## config.mk

```make
export PLATFORM = sky130hd
export DESIGN_NAME = biquad_sequencer
export DESIGN_NICKNAME = d
export VERILOG_FILES = /design/src/rtl/biquad_sequencer.sv
export SDC_FILE = /design/constraint.sdc
export NUM_CORES = 1
export LEC_CHECK = 0
export BUFFER_PORTS_ARGS = -buffer_cell sky130_fd_sc_hd__buf_2
export CAP_MARGIN = 20
export CORE_ASPECT_RATIO = 1.75
export CORE_MARGIN = 2
export CORE_UTILIZATION = 35
export DETAILED_ROUTE_END_ITERATION = 10
export PLACE_DENSITY_LB_ADDON = 0.15
export SYNTH_ARGS = -nofsm -noshare
export SYNTH_HDL_FRONTEND = slang
export SYNTH_SLANG_ARGS = --single-unit
```

## constraint.sdc

```tcl
create_clock -name clk -period 18.7 [get_ports clk]
set_clock_uncertainty 0.2 [all_clocks]
set_input_delay 1.87 -clock clk [delete_from_list [all_inputs] [get_ports clk]]
set_output_delay 1.87 -clock clk [all_outputs]
set_load 0.01 [all_outputs]
```

## src/rtl/biquad_sequencer.sv

```systemverilog
// Control FSM and datapath registers for a time-multiplexed DF-II biquad section.
// Optional macro BIQUAD_SAT_EN: saturating MAC; otherwise the MAC wraps to W bits.
module biquad_sequencer #(
  parameter int W  = 16,
  parameter int FR = 14
) (
  input  logic         clk,
  input  logic         reset,
  input  logic         start,
  input  logic [W-1:0] uk_in,
  input  logic [W-1:0] muxS,
  input  logic [W-1:0] muxC,
  input  logic [W-1:0] muxZ,
  output logic [2:0]   controlS,
  output logic [1:0]   controlC,
  output logic [2:0]   controlZ,
  output logic [W-1:0] Uk,
  output logic [W-1:0] fk,
  output logic [W-1:0] fk1,
  output logic [W-1:0] fk2,
  output logic [W-1:0] yk,
  output logic [W-1:0] acum1,
  output logic [W-1:0] acum2,
  output logic [W-1:0] acum3,
  output logic         busy,
  output logic         done
);

  // state | meaning
  // IDLE  | waiting for start, captures Uk
  // M1    | acum1 = Uk    + a1*fk1
  // M2    | fk    = acum1 + a2*fk2
  // M3    | acum2 = b0*fk
  // M4    | acum3 = acum2 + b1*fk1
  // M5    | yk    = acum3 + b2*fk2
  // UPD   | shift delay line, done pulse
  typedef enum logic [2:0] {
    S_IDLE = 3'd0,
    S_M1   = 3'd1,
    S_M2   = 3'd2,
    S_M3   = 3'd3,
    S_M4   = 3'd4,
    S_M5   = 3'd5,
    S_UPD  = 3'd6
  } state_t;

  state_t state_q, state_d;
  logic [W-1:0] uk_q, uk_d;
  logic [W-1:0] fk_q, fk_d;
  logic [W-1:0] fk1_q, fk1_d;
  logic [W-1:0] fk2_q, fk2_d;
  logic [W-1:0] yk_q, yk_d;
  logic [W-1:0] acum1_q, acum1_d;
  logic [W-1:0] acum2_q, acum2_d;
  logic [W-1:0] acum3_q, acum3_d;

  logic signed [2*W-1:0] prod;
  logic signed [2*W-1:0] prod_sh;
  logic [W-1:0]          prod_w;
  logic [W:0]            sum;
  logic [W-1:0]          mac;

  // Shared MAC: floor-shifted product, range-checked to W bits, then added in W+1 bits.
  always_comb begin
    prod    = $signed({{W{muxS[W-1]}}, muxS}) * $signed({{W{muxC[W-1]}}, muxC});
    prod_sh = prod >>> FR;
`ifdef BIQUAD_SAT_EN
    if (prod_sh[2*W-1:W-1] == {(W+1){prod_sh[2*W-1]}})
      prod_w = prod_sh[W-1:0];
    else if (prod_sh[2*W-1])
      prod_w = {1'b1, {(W-1){1'b0}}};
    else
      prod_w = {1'b0, {(W-1){1'b1}}};
`else
    prod_w = prod_sh[W-1:0];
`endif
    sum = {muxZ[W-1], muxZ} + {prod_w[W-1], prod_w};
`ifdef BIQUAD_SAT_EN
    if (sum[W] == sum[W-1])
      mac = sum[W-1:0];
    else if (sum[W])
      mac = {1'b1, {(W-1){1'b0}}};
    else
      mac = {1'b0, {(W-1){1'b1}}};
`else
    mac = sum[W-1:0];
`endif
  end

`ifndef BIQUAD_SAT_EN
  logic unused_mac_bits;
  assign unused_mac_bits = ^{prod_sh[2*W-1:W], sum[W]};
`endif

  always_comb begin
    state_d = state_q;
    uk_d    = uk_q;
    fk_d    = fk_q;
    fk1_d   = fk1_q;
    fk2_d   = fk2_q;
    yk_d    = yk_q;
    acum1_d = acum1_q;
    acum2_d = acum2_q;
    acum3_d = acum3_q;
    case (state_q)
      S_IDLE: begin
        if (start) begin
          uk_d    = uk_in;
          state_d = S_M1;
        end
      end
      S_M1: begin
        acum1_d = mac;
        state_d = S_M2;
      end
      S_M2: begin
        fk_d    = mac;
        state_d = S_M3;
      end
      S_M3: begin
        acum2_d = mac;
        state_d = S_M4;
      end
      S_M4: begin
        acum3_d = mac;
        state_d = S_M5;
      end
      S_M5: begin
        yk_d    = mac;
        state_d = S_UPD;
      end
      S_UPD: begin
        fk2_d   = fk1_q;
        fk1_d   = fk_q;
        state_d = S_IDLE;
      end
      default: state_d = S_IDLE;
    endcase
  end

  // Moore decode of the mux selects, straight from the state register.
  always_comb begin
    controlS = 3'b000;
    controlC = 2'b00;
    controlZ = 3'b000;
    case (state_q)
      S_M1: begin controlS = 3'b001; controlC = 2'b01; controlZ = 3'b001; end
      S_M2: begin controlS = 3'b010; controlC = 2'b10; controlZ = 3'b011; end
      S_M3: begin controlS = 3'b011; controlC = 2'b11; controlZ = 3'b000; end
      S_M4: begin controlS = 3'b100; controlC = 2'b01; controlZ = 3'b100; end
      S_M5: begin controlS = 3'b101; controlC = 2'b10; controlZ = 3'b101; end
      default: begin controlS = 3'b000; controlC = 2'b00; controlZ = 3'b000; end
    endcase
  end

  always_ff @(posedge clk) begin
    if (reset) begin
      state_q <= S_IDLE;
      uk_q    <= '0;
      fk_q    <= '0;
      fk1_q   <= '0;
      fk2_q   <= '0;
      yk_q    <= '0;
      acum1_q <= '0;
      acum2_q <= '0;
      acum3_q <= '0;
    end else begin
      state_q <= state_d;
      uk_q    <= uk_d;
      fk_q    <= fk_d;
      fk1_q   <= fk1_d;
      fk2_q   <= fk2_d;
      yk_q    <= yk_d;
      acum1_q <= acum1_d;
      acum2_q <= acum2_d;
      acum3_q <= acum3_d;
    end
  end

  assign Uk    = uk_q;
  assign fk    = fk_q;
  assign fk1   = fk1_q;
  assign fk2   = fk2_q;
  assign yk    = yk_q;
  assign acum1 = acum1_q;
  assign acum2 = acum2_q;
  assign acum3 = acum3_q;
  assign busy  = (state_q != S_IDLE);
  assign done  = (state_q == S_UPD);

endmodule
```

* Word-level counts from Yosys, hierarchy flattened
Index checks and enable logic that the tools add are counted.
Word-level totals: bits in registers 131, bits of input ports 67
Operators by class: $add $sub $neg 1, $mul 1, eq/ne operators 7, mux-type cells 5, reductions and logical operators 5
Operators by type and width (number):
- $mul A16 B16 Y30 | 1
- $pmux W3 S6 | 1
- $add A16 B16 Y16 | 1
- $pmux W3 S5 | 1
- $pmux W3 S4 | 1
- $eq A3 B3 Y1 const B | 3
- $eq A3 B2 Y1 const B | 2
- $pmux W2 S3 | 1
- $reduce_or A2 Y1 | 2
- $eq A3 B1 Y1 const B | 1
- $logic_not A3 Y1 | 1
- $mux W3 | 1
- $reduce_bool A3 Y1 | 1
- $ne A2 B2 Y1 const B | 1
- $reduce_and A2 Y1 | 1

* Depth between registers and ports, before layout
Gate-level depths: netlist of run 1.
word-level depth 3, mapped depth 33

* Least setup slack after synthesis of run 1
Ideal clock, no wire load.
path kind input -> register, start input muxS[7], end register acum1_q[15] (netlist: acum1[15]), arrival time 8.807 ns, data required time 18.378 ns, slack 9.571 ns, cell stages on the path 31, path buffers 1, path through clkbuf_1 > nand2_1 > fa_1 > inv_1 > fa_1 > inv_1 > fa_1 > inv_1 > fa_1 > fa_1 > inv_1 > fa_1 > inv_1 > ha_1 > a21oi_1 > o21ai_0 > a21oi_1 > o31ai_2 > nor4_1 > nor2_1 > a21oi_1 > o21bai_1 > xor2_1 > ha_1 > and2_1 > a311oi_2 > o31ai_1 > o41a_4 > xnor2_4 > nand2_1 > o311a_1
Between the ends: cells in the longest elaborated chain, start to end 2
RTL lines:
- start, declared | line 11 | input logic [W-1:0] muxS,
- $mul A16 B16 Y30 | line 65 | prod = $signed({{W{muxS[W-1]}}, muxS}) * $signed({{W{muxC[W-1]}}, muxC});
- $add A16 B16 Y16 | line 77 | sum = {muxZ[W-1], muxZ} + {prod_w[W-1], prod_w};
- end signal, assigned | line 174 | acum1_q <= acum1_d;
- end, declared | line 53 | logic [W-1:0] acum1_q, acum1_d;
No other way between the ends. A chain may end at the register's enable or synchronous reset.

* Worst setup path in the final report of run 1
start input muxC[7], end register acum3_q[15] (netlist: acum3[15])
Between the ends: cells in the longest elaborated chain, start to end 2
RTL lines:
- start, declared | line 12 | input logic [W-1:0] muxC,
- $mul A16 B16 Y30 | line 65
- $add A16 B16 Y16 | line 77
- end signal, assigned | line 176 | acum3_q <= acum3_d;
- end, declared | line 55 | logic [W-1:0] acum3_q, acum3_d;
No other way between the ends.

==> metrics.yaml, run 1 <==
drv_cap: 0
htreeDepth: 4
dp_hpwl_um: 32700
crit_arrival_ns: 9.48
synth_top_area_share_pct: 34.9
ys.flop_type: "dfxtp_1"
fin_setup_tns_ns: 0
placed_cells: 2287
synthDistinctLibCells: 47
hp-class: "reg2reg"
routed_via_density: 4.73
post-route-min-period_ns: 9.37
grt_pass1_wl_um: 62700
ys_top_cells_by_area: "fa_1 35%, dfxtp_1 18%, nand2_1 9.1%"
yosysTopAreaCell: "fa_1"
dieArea_um2: 42400
fmax_mhz: 107
synthArstFlopShare_pct: 0
busiest_layer: "met2"
outcome: "complete, no violations"
criticalPathCategory: "in2reg"
register_area_um2: 2620
use_met1_pct: 21.1
drt-initial-drc-count: 404
mostFrequentLayoutCells: "347 x nand2_1, 291 x inv_1, 248 x fa_1"
fillers: 4132
fin_util_pct: 40.6
syn_nets: 2060
crit_start: "muxC[7]"
post-route-period-util_pct: 50.1
post_cts_buffers: 0
antenna_left: 0
drv_slew: 0
area_growth_pct: 14.2
ys_seq_elements: 131
cts_buffers: 17
synth_edf_count: 0
first_pass_iters: 4
cts_tree: "yes"
place_congestion: 0.806
grt_max_degree: 92
diodes: 0
synth_cells: 1652
die_height_um: 271
cts_buffer_depth: 2
worstReg2RegEnd: "acum2[15]"
initial_core_util_pct: 35.6
timing.rr.start: "state_q[0]"
cts.sink_count: 131
wl_um: 39000
met2_usage_pct: 36.8
tightestPinTransition_ns: 1.01
path_max_fanout: 16
layout-drive-gt1-share_pct: 14.0
hold_path_depth: 2
cts_hold_buffers: 0
finish.instance_area_um2: 16300
syn_avg_cell_area_um2: 8.62
cts_root_buffer: "clkbuf_16"
core_area_um2: 40100
drc: 0
antenna_found_initial: 2
insertion_delay_ns: 0.42
synth_area_um2: 14200
ys.warnings.count: 0
slowest_delay_ns: 0.58
grt_usage_pct: 19.0
slew_headroom_pct: 32.0
multi_input_area_um2: 10300
start_kind: "primary input"
required_ns: 18.81
cts.repair.resized: 0
routed-via-count: 11000
instances_no_fill: 2320
yosysSeqAreaShare_pct: 18.4
endpoint_kind: "register"
routedWlPerCell_um: 16.8
rsz0062_at_grt: "no"
io_buffers: 204
rr_worst_depth: 5
rrSetupSlack_ns: 16.43
grt_pass1_vias: 11700
dpl_cell_area_um2: 15700
clk_pin_slew_ns: 0.06
crit_end: "acum3[15]"
ioPinCount: 205
fp-row-count: 97
crit_top_cell: "fa_1"
crit_path_top_delay_cell: "fa_1"
grtUsageMet3_pct: 2.08
die_w_um: 157
hold_violations: 0
setup_viol: 0
fin_nets: 2220
final_common_cell: "nand2_1"
grt-ovfl-total: 0
==> Yosys cell counts (8+ instances only) <==
library cell	number
nor2_1	61
xnor2_1	28
ha_1	93
o21ai_0	23
xor2_1	13
nand2_1	347
nor3_1	8
a21oi_1	132
dfxtp_1	131
inv_1	291
clkbuf_1	65
a211oi_1	11
nand2b_1	11
and2_1	119
fa_1	248
==> sequential cells by signal (all words and copies together) (netlist names) <==
name and cells:
Uk 16, acum1 16, acum2 16, acum3 16
fk 16, fk1 16, fk2 16, state_q 3
yk 16
==> metrics by stage <==
step / setup slack (ns) / hold WS, ns
floorplan: 9.57 / 0.281
global placement: 8.98 / 0.239
detailed placement: 8.81 / 0.243
CTS: 9.26 / 0.251
global route: 8.82 / 0.269
finish: 9.33 / 0.250
==> per-layer routing <==
layer / share of wire [%] / routed length [um]
met2: 55 / 21500
met3: 3.5 / 1370
met1: 39 / 15100
met4: 2.5 / 983
met5: 0.031 / 12
==> kinds of logic after synthesis <==
group,share of synthesized area (%)
adders and majority gates,43.0
AOI/OAI and AO/OA,8.19
buffers and inverters,9.57
xor gates and xnor gates,2.71
and+or+nand+nor,18.1
DFF,18.4
==> how the worst min path moves through the flow <==
stage	start	to	slack (ns)
2_1_floorplan	Uk[0]	Uk[0]	0.28
3_3_place_gp	fk2[4]	fk2[4]	0.24
3_5_place_dp	fk2[9]	fk2[9]	0.24
4_1_cts	fk2[9]	fk2[9]	0.25
5_1_grt	acum3[5]	acum3[5]	0.27
6_report	fk2[9]	fk2[9]	0.25
==> area by class of cell <==
cell class | count | share of cell area [%]
inverter | 294 | 6.79
multi-input combinational | 1158 | 63.1
tap | 495 | 3.81
clock buffer | 18 | 2.70
timing repair buffer | 210 | 6.57
sequential | 131 | 16.1
clock inverter | 14 | 0.939
==> critical path: cells and delay by family <==
kind            cells  cell delay (ns)
compound gates     13             2.71
xor+xnor            1             0.27
fa+ha+maj           8             3.69
buf+inv             6             0.56
simple gates        4             0.37
Power of run 1 is left out: the tool's default activity adds up to more than one toggle a clock period on the data nets, which glitch-free logic cannot reach.
==> run 2: changes to the inputs <==
==> constraint.sdc (replaced) <==
create_clock -name clk -period 9.1 [get_ports clk]
set_clock_uncertainty 0.2 [all_clocks]
set_input_delay 0.91 -clock clk [delete_from_list [all_inputs] [get_ports clk]]
set_output_delay 0.91 -clock clk [all_outputs]
set_load 0.01 [all_outputs]
==> metrics.yaml, run 2 (synthesis results as in run 1) <==
outcome: "complete, no violations"
fin_setup_tns_ns: 0  # unchanged
cts_buffers: 17  # unchanged
fmax_mhz: 118
path_max_fanout: 16  # unchanged
final_common_cell: "nand2_1"
post_cts_buffers: 0  # unchanged
routedWlPerCell_um: 17.5  # +4.1%
routed-via-count: 11100  # +0.90%
worstReg2RegEnd: "fk[15]"
ioPinCount: 205  # unchanged
grt_pass1_vias: 11900  # +1.1%
slew_headroom_pct: 41.2  # +9.2 points
grt_pass1_wl_um: 64500  # +2.9%
crit_top_cell: "fa_1"
mostFrequentLayoutCells: "347 x nand2_1, 291 x inv_1, 248 x fa_1"
dp_hpwl_um: 33800  # +3.5%
place_congestion: 0.851  # +5.7%
tightestPinTransition_ns: 0.881  # -0.132 ns
rrSetupSlack_ns: 6.78  # -9.65 ns
die_w_um: 157  # unchanged
drc: 0  # unchanged
endpoint_kind: "register"
io_buffers: 204  # unchanged
antenna_found_initial: 1  # -1
dieArea_um2: 42400  # unchanged
clk_pin_slew_ns: 0.06  # about the same
min_from: "fk2[4]"
area_growth_pct: 14.5
hold_path_depth: 2  # unchanged
cts_hold_buffers: 0  # unchanged
htreeDepth: 4  # unchanged
wl_um: 40700  # +4.4%
cts_tree: "yes"
finish.instance_area_um2: 16300  # +0.27%
cts.repair.resized: 0  # unchanged
fin_nets: 2231  # +0.50%
cpLargestDelayFamily: "adder cells"
layout-drive-gt1-share_pct: 14.4  # +0.38 points
grt_max_degree: 77  # -16%
required_ns: 9.20  # -9.61 ns
rr_worst_depth: 7  # +2
diodes: 0  # unchanged
initial_core_util_pct: 35.6  # unchanged
timing.rr.start: "state_q[0]"
start_kind: "primary input"
core_area_um2: 40100  # unchanged
rsz0062_at_grt: "no"
drt-initial-drc-count: 394  # -2.5%
criticalPathCategory: "in2reg"
drv_slew: 0  # unchanged
routed_via_density: 4.76  # +0.56%
insertion_delay_ns: 0.42  # about the same
grt-ovfl-total: 0  # unchanged
grt_usage_pct: 19.7  # +0.71 points
cts.sink_count: 131  # unchanged
crit_start: "muxC[4]"
post-route-period-util_pct: 92.8
crit_arrival_ns: 8.55  # -0.93 ns
drv_cap: 0  # unchanged
cts_root_buffer: "clkbuf_16"
hold_violations: 0  # unchanged
slowest_delay_ns: 0.54  # -0.04 ns
cts_buffer_depth: 2  # unchanged
dpl_cell_area_um2: 15700  # +0.53%
hold_path_end: "fk2[4]"
cp_num_buf_inv: 5  # -1
fp-row-count: 97  # unchanged
setup_viol: 0  # unchanged
crit_path_top_delay_cell: "fa_1"
die_height_um: 271  # unchanged
hp-class: "reg2reg"
first_pass_iters: 4  # unchanged
antenna_left: 0  # unchanged
post-route-min-period_ns: 8.44
[run 2: worst reg2reg max path, stage by stage (launching register included)]
cell and delay, ns:
dfxtp_1 0.45, clkinv_1 0.23, nand2_1 0.56, clkinv_1 0.24, buf_4 0.26, nor2_1 0.11
nor2_1 0.05, o311a_1 0.13
[run 2: stage by stage]
stage	instances	worst slack, ns	utilization [%]	hold slack (ns)
2_1_floorplan	1652	0.931	-	0.281
3_3_place_gp	2298	0.275	39.3	0.239
3_5_place_dp	2298	0.113	39.3	0.243
4_1_cts	2327	0.542	40.7	0.251
5_1_grt	2328	0.171	40.7	0.265
6_report	2328	0.655	40.7	0.250
[run 2: per-layer routing]
layer  vias to the layer above  share of wire (%)  global-route usage, %
met1                      5450                 38                   21.2
met3                        37                3.6                   1.97
li1                       5339                  -                      -
met4                         2                1.7                   5.17
met5                         -              0.027                      0
met2                       248                 57                   39.7
[run 2: how the worst max path moves through the flow]
stage	slack (ns)	cells past startpoint	end
floorplan	0.93	31	acum1[15]
global placement	0.28	31	yk[15]
detailed placement	0.11	31	acum3[15]
CTS	0.54	31	acum3[15]
global route	0.17	32	acum1[15]
finish	0.66	31	acum3[15]
[run 2: area by class of cell]
class                   count  area [um^2]
clock buffers              18          439
inverters                 294         1100
well taps                 495          619
clock inverters            11          114
flip-flops and latches    131         2620
fillers                  4195        23700
repair buffers            221         1150
multi-input cells        1158        10300
Power of run 2 is left out for the same reason.
